File: config.mk
export PLATFORM = sky130hd
export DESIGN_NAME = bit_serial_adder_ctrl
export DESIGN_NICKNAME = d
export VERILOG_FILES = /design/src/rtl/adder_pkg.sv /design/src/rtl/full_adder_dataflow.sv /design/src/rtl/bit_serial_adder_ctrl.sv
export SDC_FILE = /design/constraint.sdc
export NUM_CORES = 1
export LEC_CHECK = 0
export BUFFER_PORTS_ARGS = -buffer_cell sky130_fd_sc_hd__buf_2
export CORE_UTILIZATION = 50
export CTS_CLUSTER_DIAMETER = 40
export CTS_CLUSTER_SIZE = 25
export DETAILED_ROUTE_END_ITERATION = 6
export PLACE_DENSITY = 0.73
export SLEW_MARGIN = 5
export SYNTH_ARGS = -nofsm -noshare
export SYNTH_HDL_FRONTEND = slang
export SYNTH_SLANG_ARGS = --single-unit
export TNS_END_PERCENT = 50
File: constraint.sdc
create_clock -name clk -period 4.6 [get_ports clk]
set_clock_uncertainty 0.05 [all_clocks]
set_input_delay 0.46 -clock clk [delete_from_list [all_inputs] [get_ports clk]]
set_output_delay 0.46 -clock clk [all_outputs]
set_load 0.01 [all_outputs]
File: src/rtl/adder_pkg.sv
// Shared types and helpers for the bit-serial adder datapath.
// Holds the controller state encoding and the carry majority function.
package adder_pkg;

  localparam int MAX_WIDTH = 64;

  typedef enum logic [1:0] {
    IDLE = 2'd0,
    BUSY = 2'd1,
    DONE = 2'd2
  } serial_state_t;

  function automatic logic maj3(input logic x, input logic y, input logic z);
    return (x & y) | (x & z) | (y & z);
  endfunction

endpackage

File: src/rtl/full_adder_dataflow.sv
// Single-bit full-adder cell, pure dataflow.
module full_adder_dataflow
  import adder_pkg::*;
(
  input  logic a,
  input  logic b,
  input  logic cin,
  output logic s,
  output logic cout
);

  assign s    = a ^ b ^ cin;
  assign cout = maj3(a, b, cin);

endmodule

File: src/rtl/bit_serial_adder_ctrl.sv
// Adds two WIDTH-bit operands one bit per clock, LSB first, through one full-adder cell.
// Operands and result move through valid/ready handshakes; sum/cout hold until the next result.
module bit_serial_adder_ctrl
  import adder_pkg::*;
#(
  parameter int WIDTH = 8,
  localparam int CNT_W = $clog2(WIDTH + 1)
) (
  input  logic             clk,
  input  logic             rst,
  input  logic             in_valid,
  output logic             in_ready,
  input  logic [WIDTH-1:0] a,
  input  logic [WIDTH-1:0] b,
  input  logic             cin,
  output logic             out_valid,
  input  logic             out_ready,
  output logic [WIDTH-1:0] sum,
  output logic             cout,
  output logic             busy
);

  // The final bit is taken straight from the cell, so only WIDTH-1 bits are collected.
  localparam int SH_W = (WIDTH > 1) ? WIDTH - 1 : 1;

  serial_state_t    state_r;
  serial_state_t    state_nxt_s;
  logic [WIDTH-1:0] a_sh_r;
  logic [WIDTH-1:0] b_sh_r;
  logic [SH_W-1:0]  sum_sh_r;
  logic [SH_W:0]    sum_cat_s;
  logic [CNT_W-1:0] cnt_r;
  logic             carry_r;
  logic             fa_s_s;
  logic             fa_c_s;
  logic             last_bit_s;

  full_adder_dataflow u_fa (
    .a    (a_sh_r[0]),
    .b    (b_sh_r[0]),
    .cin  (carry_r),
    .s    (fa_s_s),
    .cout (fa_c_s)
  );

  assign sum_cat_s  = {fa_s_s, sum_sh_r};
  assign last_bit_s = (cnt_r == CNT_W'(WIDTH - 1));

  // Next-state decode for the IDLE/BUSY/DONE sequencer.
  always_comb begin
    state_nxt_s = state_r;
    case (state_r)
      IDLE: begin
        if (in_valid && in_ready) state_nxt_s = BUSY;
        else                      state_nxt_s = IDLE;
      end
      BUSY: begin
        if (last_bit_s) state_nxt_s = DONE;
        else            state_nxt_s = BUSY;
      end
      DONE: begin
        if (out_ready) state_nxt_s = IDLE;
        else           state_nxt_s = DONE;
      end
      default: state_nxt_s = IDLE;
    endcase
  end

  // State, handshake flags, operand/sum shifters and the held result.
  always_ff @(posedge clk) begin
    if (rst) begin
      state_r   <= IDLE;
      in_ready  <= 1'b1;
      out_valid <= 1'b0;
      busy      <= 1'b0;
      a_sh_r    <= '0;
      b_sh_r    <= '0;
      sum_sh_r  <= '0;
      cnt_r     <= '0;
      carry_r   <= 1'b0;
      sum       <= '0;
      cout      <= 1'b0;
    end else begin
      state_r   <= state_nxt_s;
      in_ready  <= (state_nxt_s == IDLE);
      out_valid <= (state_nxt_s == DONE);
      busy      <= (state_nxt_s == BUSY);
      case (state_r)
        IDLE: begin
          if (in_valid && in_ready) begin
            a_sh_r  <= a;
            b_sh_r  <= b;
            carry_r <= cin;
            cnt_r   <= '0;
          end
        end
        BUSY: begin
          a_sh_r   <= a_sh_r >> 1;
          b_sh_r   <= b_sh_r >> 1;
          sum_sh_r <= sum_cat_s[SH_W:1];
          carry_r  <= fa_c_s;
          cnt_r    <= cnt_r + CNT_W'(1);
          if (last_bit_s) begin
            sum  <= sum_cat_s[SH_W -: WIDTH];
            cout <= fa_c_s;
          end
        end
        default: ;
      endcase
    end
  end

endmodule

==> results.yml, run 1 <==
clocking:
  cts_resized: 0
  clk-insertion-delay-late_ns: 0.29
  cts.htree.levels: 2
  worst_case_clock_buffer_depth: 2
  root_buffer: "sky130_fd_sc_hd__clkbuf_8"
  cts-buffers-inserted: 5
  clk_pin_slew_worst_paths_ns: 0.07
  hold_buf_count_cts: 0
  buffer_count_from_post_cts_setup_fixing: 0
  cts_tree: "yes"
  cts.sinks: 42
finish:
  flow.area_growth_from_synthesis_pct: 14.03
  diodes: 0
  postLayoutCellArea_sq_mm: 0.002146
  final_layout_size_suffix_gt1_share_pct: 28.24
  post-route-util_pct: 61.87
  finish.net_count: 238
floorplan:
  dieArea_sq_mm: 0.004013
  top_level_ports: 33
  die_w_microns: 63.35
  fp_rows: 21
  floorplan.die.height_microns: 63.35
  floorplan.initialDensity_pct: 54.26
  fp.coreArea_sq_mm: 0.003468
power_and_ir_drop:
  net-switching-power_mw: 0.1840
  ir_drop_mv: 0.1943
  power_switching_share_pct: 23.60
  combinationalPowerShare_pct: 14.4
  p_int_mw: 0.5957
  total_leakage_power_nw: 0.8969
  p_per_area_mw_per_mm2: 363.4
  seqPwrFrac_pct: 51.2
  power.clock.fraction_pct: 34.5
routing:
  vias_per_cell: 5.546
  route.vias.total: 1453
  wl_microns: 3665
  dr_drc_count: 0
  drt_first_pass_iters: 4
  drt.antenna.violating_nets: 0
  initialDrtViolationCount: 69
  route.detailed.wl_per_inst_microns: 13.99
placed_design:
  port_buffers: 32
  dpl.hpwl_microns: 2419
  routabilityCongestion: 0.8016
  dpl-instance-area_sq_mm: 0.002036
sta:
  finalCritPeriodShare_pct: 43.34
  grt_setup_unrepaired: "no"
  worst_slew_margin_rel_pct: 27.53
  highest_clock_rate_ghz: 0.5015
  hold_violations: 0
  setup_viol: 0
  finalCriticalPeriod_ns: 1.994
  setup-tns-final_ns: 0
  maxSlewViolCount: 0
  worst_slew_pin_slew_ns: 1.083
synthesis:
  ys_dominant_reg_cell: "sky130_fd_sc_hd__dfxtp_1"
  ys_warn_count: 0
  syn_area_sq_mm: 0.001882
  synth_sequential_area_ratio_pct: 44.68
  number_of_flops_mapped_to_enable_cells_by_yosys: 0
  synthesis.area_per_instance_sq_um: 9.957
  postSynthRegisterBits: 42
  synthArstFlopShare_pct: 0
  synth.distinct_cells: 31
  synth_fp_nets: 212
  syn_inst: 189
global_route:
  first_global_vias: 1379
  gr-total-overflow: 0
  grt.total_usage_pct: 20.23
  maximum_number_of_pins_on_one_net_before_global_route_repair: 39
  grt_pass1_wl_microns: 6327
  number_of_antenna_violations_at_the_first_check_in_global_routing: 0
critical_path:
  cell_by_cell_trace_of_the_critical_path: "ha_1 > nand3b_1 > nor2_1 > mux2i_1"
  cpPeakStageDelay_ns: 0.84
  timing.setup.critical_path_class: "register to register"
  timing.critical_path.slowest_stage_cell: "sky130_fd_sc_hd__nor2_1"
  crit_path_start: "cnt_r[0]$_SDFFE_PP0P_"
  crit_required_ns: 4.77
  worstSetupStartpointType: "register"
  setup.worst_path.end_class: "register"
  r2r-start: "cnt_r[0]$_SDFFE_PP0P_"
  worst_ep_arrival_time_ns: 2.16
  critical_path.max_fanout: 11
worst_hold_path:
  hp-class: "input pin to register"
  min_from: "a[7]"
outcome:
  status: "complete, no violations"
job:
  max_cap_violations: 0
[layer usage]
metal / global-route usage, % / routed length, microns
met1: 24.35 / 1652
met2: 33.24 / 1780
met3: 5.978 / 159
met4: 8.523 / 73
met5: 0 / 0
[critical path, delay by kind of cell, from the launching register on]
family	cells	cell delay [ns]
and+or+nand+nor	2	0.98
DFF	1	0.37
muxes	1	0.29
adders and majority gates	1	0.23
[registers in the layout (all words and copies together), names as in the netlist]
name	flops
a_sh_r	8
b_sh_r	8
busy	1
carry_r	1
cnt_r	4
cout	1
in_ready	1
out_valid	1
state_r	2
sum	8
sum_sh_r	7
[metrics by stage]
step / setup slack, ns / hold slack (ns) / instances / total power [mW]
2_1_floorplan: 3.140 / 0.3805 / 189 / 0.4960
3_3_place_gp: 2.686 / 0.3890 / 254 / 0.5141
3_5_place_dp: 2.611 / 0.4015 / 254 / 0.5194
4_1_cts: 2.568 / 0.3484 / 262 / 0.7893
5_1_grt: 2.420 / 0.3602 / 262 / 0.8208
6_report: 2.606 / 0.3625 / 262 / 0.7798
[layout make-up]
class	instances	area [sq um]
Timing Repair Buffer	35	182.7
Fill cell	308	1323
Clock buffer	8	110.1
Tap cell	46	57.56
Sequential cell	42	840.8
Inverter	1	3.754
Multi-Input combinational cell	130	950.9
[final timing paths]
path	to	slack, ns	cells past startpoint
max reg2reg	sum[5]$_SDFFE_PP0P_	2.61	4
min	a_sh_r[7]$_SDFFE_PP0P_	0.36	3
max	sum[5]$_SDFFE_PP0P_	2.61	4
min reg2reg	sum[6]$_SDFFE_PP0P_	0.41	2
[placed cells by master (no fill, tap or decap)]
master,netlist,routed
sky130_fd_sc_hd__a21oi_1,14,13
sky130_fd_sc_hd__a21oi_2,0,1
sky130_fd_sc_hd__a311oi_1,1,1
sky130_fd_sc_hd__a31oi_1,1,1
sky130_fd_sc_hd__and4bb_2,1,1
sky130_fd_sc_hd__buf_2,2,32
sky130_fd_sc_hd__buf_4,1,3
sky130_fd_sc_hd__clkbuf_8,0,8
sky130_fd_sc_hd__dfxtp_1,42,42
sky130_fd_sc_hd__fa_1,1,1
sky130_fd_sc_hd__ha_1,1,1
sky130_fd_sc_hd__inv_2,1,1
sky130_fd_sc_hd__mux2_2,6,6
sky130_fd_sc_hd__mux2_4,9,9
sky130_fd_sc_hd__mux2i_1,9,9
sky130_fd_sc_hd__nand2_1,35,35
sky130_fd_sc_hd__nand2b_1,1,1
sky130_fd_sc_hd__nand3_1,4,4
sky130_fd_sc_hd__nand3b_1,2,2
sky130_fd_sc_hd__nand4bb_1,1,1
sky130_fd_sc_hd__nor2_1,4,4
sky130_fd_sc_hd__nor2b_1,1,1
sky130_fd_sc_hd__nor3b_1,1,1
sky130_fd_sc_hd__o21a_1,2,2
sky130_fd_sc_hd__o21ai_0,4,4
sky130_fd_sc_hd__o21bai_1,15,15
sky130_fd_sc_hd__o311a_1,15,15
sky130_fd_sc_hd__or2b_1,1,1
sky130_fd_sc_hd__or3_1,1,1
[logic make-up (layout without fill, tap and decap cells)]
family                   count (synthesis)  after routing  share of synthesized area, %
adder cells (fa/ha/maj)                  2              2                         1.729
AND/OR/NAND/NOR                         52             52                         12.70
AO/OA/AOI/OAI                           52             52                         20.35
buffers and inverters                   17             44                         4.987
flip-flops                              42             42                         44.68
multiplexers                            24             24                         15.56
[cell usage after synthesis, drive strengths merged, types with 2 or more instances]
cell,n,share of area (%)
clkbuf,10,2.0
nand2,35,7.0
nand3b,2,0.80
mux2i,9,4.8
nand3,4,1.1
o21bai,15,6.0
o311a,15,8.0
mux2,15,11
a21oi,14,3.7
o21a,2,0.80
o21ai,4,1.1
buf,6,2.8
dfxtp,42,45
nor2,4,0.80
[power by group through the flow]
| stage | sequential, mW | clock (mW) | combinational (mW) |
|---|---|---|---|
| 5_1_grt | 0.402 | 0.294 | 0.125 |
| 6_report | 0.399 | 0.269 | 0.112 |
| 2_1_floorplan | 0.404 | 0 | 0.0920 |
| 3_5_place_dp | 0.407 | 0 | 0.112 |
| 3_3_place_gp | 0.406 | 0 | 0.108 |
| 4_1_cts | 0.399 | 0.278 | 0.113 |
Power figures use the tool's default switching activity.
==> run 2, diff against run 1 <==
==> constraint.sdc (replaced) <==
create_clock -name clk -period 1.9 [get_ports clk]
set_clock_uncertainty 0.05 [all_clocks]
set_input_delay 0.19 -clock clk [delete_from_list [all_inputs] [get_ports clk]]
set_output_delay 0.19 -clock clk [all_outputs]
set_load 0.01 [all_outputs]
==> results.yml, run 2 (synthesis results as in run 1) <==
sta:
  highest_clock_rate_ghz: 0.6469
  fin_ws_ns: 0.3541
  finalCritPeriodShare_pct: 81.36
  worst_slew_margin_rel_pct: 76.53
  maxSlewViolCount: 0
  finalCriticalPeriod_ns: 1.546
  hold_violations: 0
  hold_slack_ns: 0.08208
  setup-tns-final_ns: 0
  worst_slew_pin_slew_ns: 0.3521
  setup_viol: 0
  grt_setup_unrepaired: "no"
worst_hold_path:
  hp-class: "input pin to register"
floorplan:
  floorplan.die.height_microns: 63.35
  dieArea_sq_mm: 0.004013
  die_w_microns: 63.35
  fp.coreArea_sq_mm: 0.003468
  floorplan.initialDensity_pct: 54.26
  top_level_ports: 33
  fp_rows: 21
critical_path:
  worst_r2r_endpoint: "b_sh_r[2]$_SDFFE_PP0P_"
  combined_buffer_and_inverter_count_along_the_critical_path: 1
  cpPeakStageDelay_ns: 0.37
  cell_by_cell_trace_of_the_critical_path: "nand2b_1 > buf_4 > mux2_2 > o311a_1"
  r2r.worst_path.cells: 4
  crit_path_start: "state_r[0]$_SDFF_PP0_"
  regToRegSetupSlack_ns: 0.35
  crit_cells: 4
  crit_required_ns: 2.04
  critical_path.max_fanout: 14
  timing.critical_path.slowest_stage_cell: "sky130_fd_sc_hd__dfxtp_1"
  worstSetupStartpointType: "register"
  r2r-start: "state_r[0]$_SDFF_PP0_"
  setup.worst_path.end_class: "register"
  worst_ep_arrival_time_ns: 1.68
  worstSetupEndpoint: "b_sh_r[2]$_SDFFE_PP0P_"
  cpLargestDelayFamily: "flip-flops"
  timing.setup.critical_path_class: "register to register"
global_route:
  first_global_vias: 1424
  maximum_number_of_pins_on_one_net_before_global_route_repair: 38
  gr-total-overflow: 0
  grt.total_usage_pct: 20.86
  number_of_antenna_violations_at_the_first_check_in_global_routing: 0
  grt_pass1_wl_microns: 6451
finish:
  final_layout_size_suffix_gt1_share_pct: 30.49
  post-route-util_pct: 64.18
  finish.net_count: 245
  layout.cells.most_common_list: "sky130_fd_sc_hd__dfxtp_1 (42), sky130_fd_sc_hd__nand2_1 (35), sky130_fd_sc_hd__buf_2 (32)"
  diodes: 0
  flow.area_growth_from_synthesis_pct: 18.28
  fin_cells: 269
  most_common_library_cell_in_the_layout_ignoring_fill_and_taps: "sky130_fd_sc_hd__dfxtp_1"
  biggestRegsByFlops: "a_sh_r: 8 flops, b_sh_r: 8 flops, sum: 8 flops"
  postLayoutCellArea_sq_mm: 0.002226
clocking:
  cts_resized: 0
  cts_tree: "yes"
  clk-insertion-delay-late_ns: 0.29
  buffer_count_from_post_cts_setup_fixing: 0
  cts-buffers-inserted: 5
  worst_case_clock_buffer_depth: 2
  cts.htree.levels: 2
  hold_buf_count_cts: 0
  cts.sinks: 42
  clk_pin_slew_worst_paths_ns: 0.08
  root_buffer: "sky130_fd_sc_hd__clkbuf_8"
routing:
  route.detailed.wl_per_inst_microns: 14.44
  wl_microns: 3885
  dr_drc_count: 0
  vias_per_cell: 5.613
  route.vias.total: 1510
  initialDrtViolationCount: 81
  drt.antenna.violating_nets: 0
  drt_first_pass_iters: 4
placed_design:
  dpl.hpwl_microns: 2666
  dpl-instance-area_sq_mm: 0.002088
  place_worst_setup_slack_ns: 0.3444
  routabilityCongestion: 0.7262
  port_buffers: 32
  numPlacedInstances: 261
power_and_ir_drop:
  total_leakage_power_nw: 0.9427
  p_per_area_mw_per_mm2: 941.7
  fin_total_pwr_mw: 2.096
  ir_drop_mv: 0.4938
job:
  max_cap_violations: 0
outcome:
  status: "complete, no violations"
-- run 2: routing by layer --
layer | wire length (microns) | up-vias | global-route usage [%] | share of wire, %
li1 | - | 743 | - | -
met1 | 1755 | 733 | 24.86 | 45
met2 | 1934 | 29 | 35.24 | 50
met3 | 144 | 5 | 6.341 | 3.7
met4 | 51 | 0 | 7.102 | 1.3
met5 | 0 | - | 0 | 0
-- run 2: power breakdown --
part | leakage [nW] | switching (mW) | internal [mW]
clock | 0.0683 | 0.309 | 0.526
combinational | 0.531 | 0.139 | 0.155
sequential | 0.343 | 0.0337 | 0.933
-- run 2: worst min path at each step --
stage	start	to	slack (ns)	cells after the start
final	b[7]	b_sh_r[7]$_SDFFE_PP0P_	0.08	3
after global routing	a[7]	a_sh_r[7]$_SDFFE_PP0P_	0.09	3
after CTS	b[7]	b_sh_r[7]$_SDFFE_PP0P_	0.08	3
after detailed placement	b[7]	b_sh_r[7]$_SDFFE_PP0P_	0.39	3
after global placement	b[7]	b_sh_r[7]$_SDFFE_PP0P_	0.39	3
after floorplan	rst	cnt_r[1]$_SDFFE_PP0P_	0.21	1
-- run 2: worst reg2reg max path, stage by stage, from the launching register on --
cell and delay, ns:
sky130_fd_sc_hd__dfxtp_1 0.37, sky130_fd_sc_hd__nand2b_1 0.11, sky130_fd_sc_hd__buf_4 0.25, sky130_fd_sc_hd__mux2_2 0.37
sky130_fd_sc_hd__o311a_1 0.29
-- run 2: cell type report --
type	instances	area, sq um
clock buffers	5	68.82
clock inverters	3	68.82
fillers	299	1242
inverters	1	3.754
multi-input cells	130	950.9
flip-flops and latches	42	840.8
well taps	46	57.56
repair buffers	42	235.2
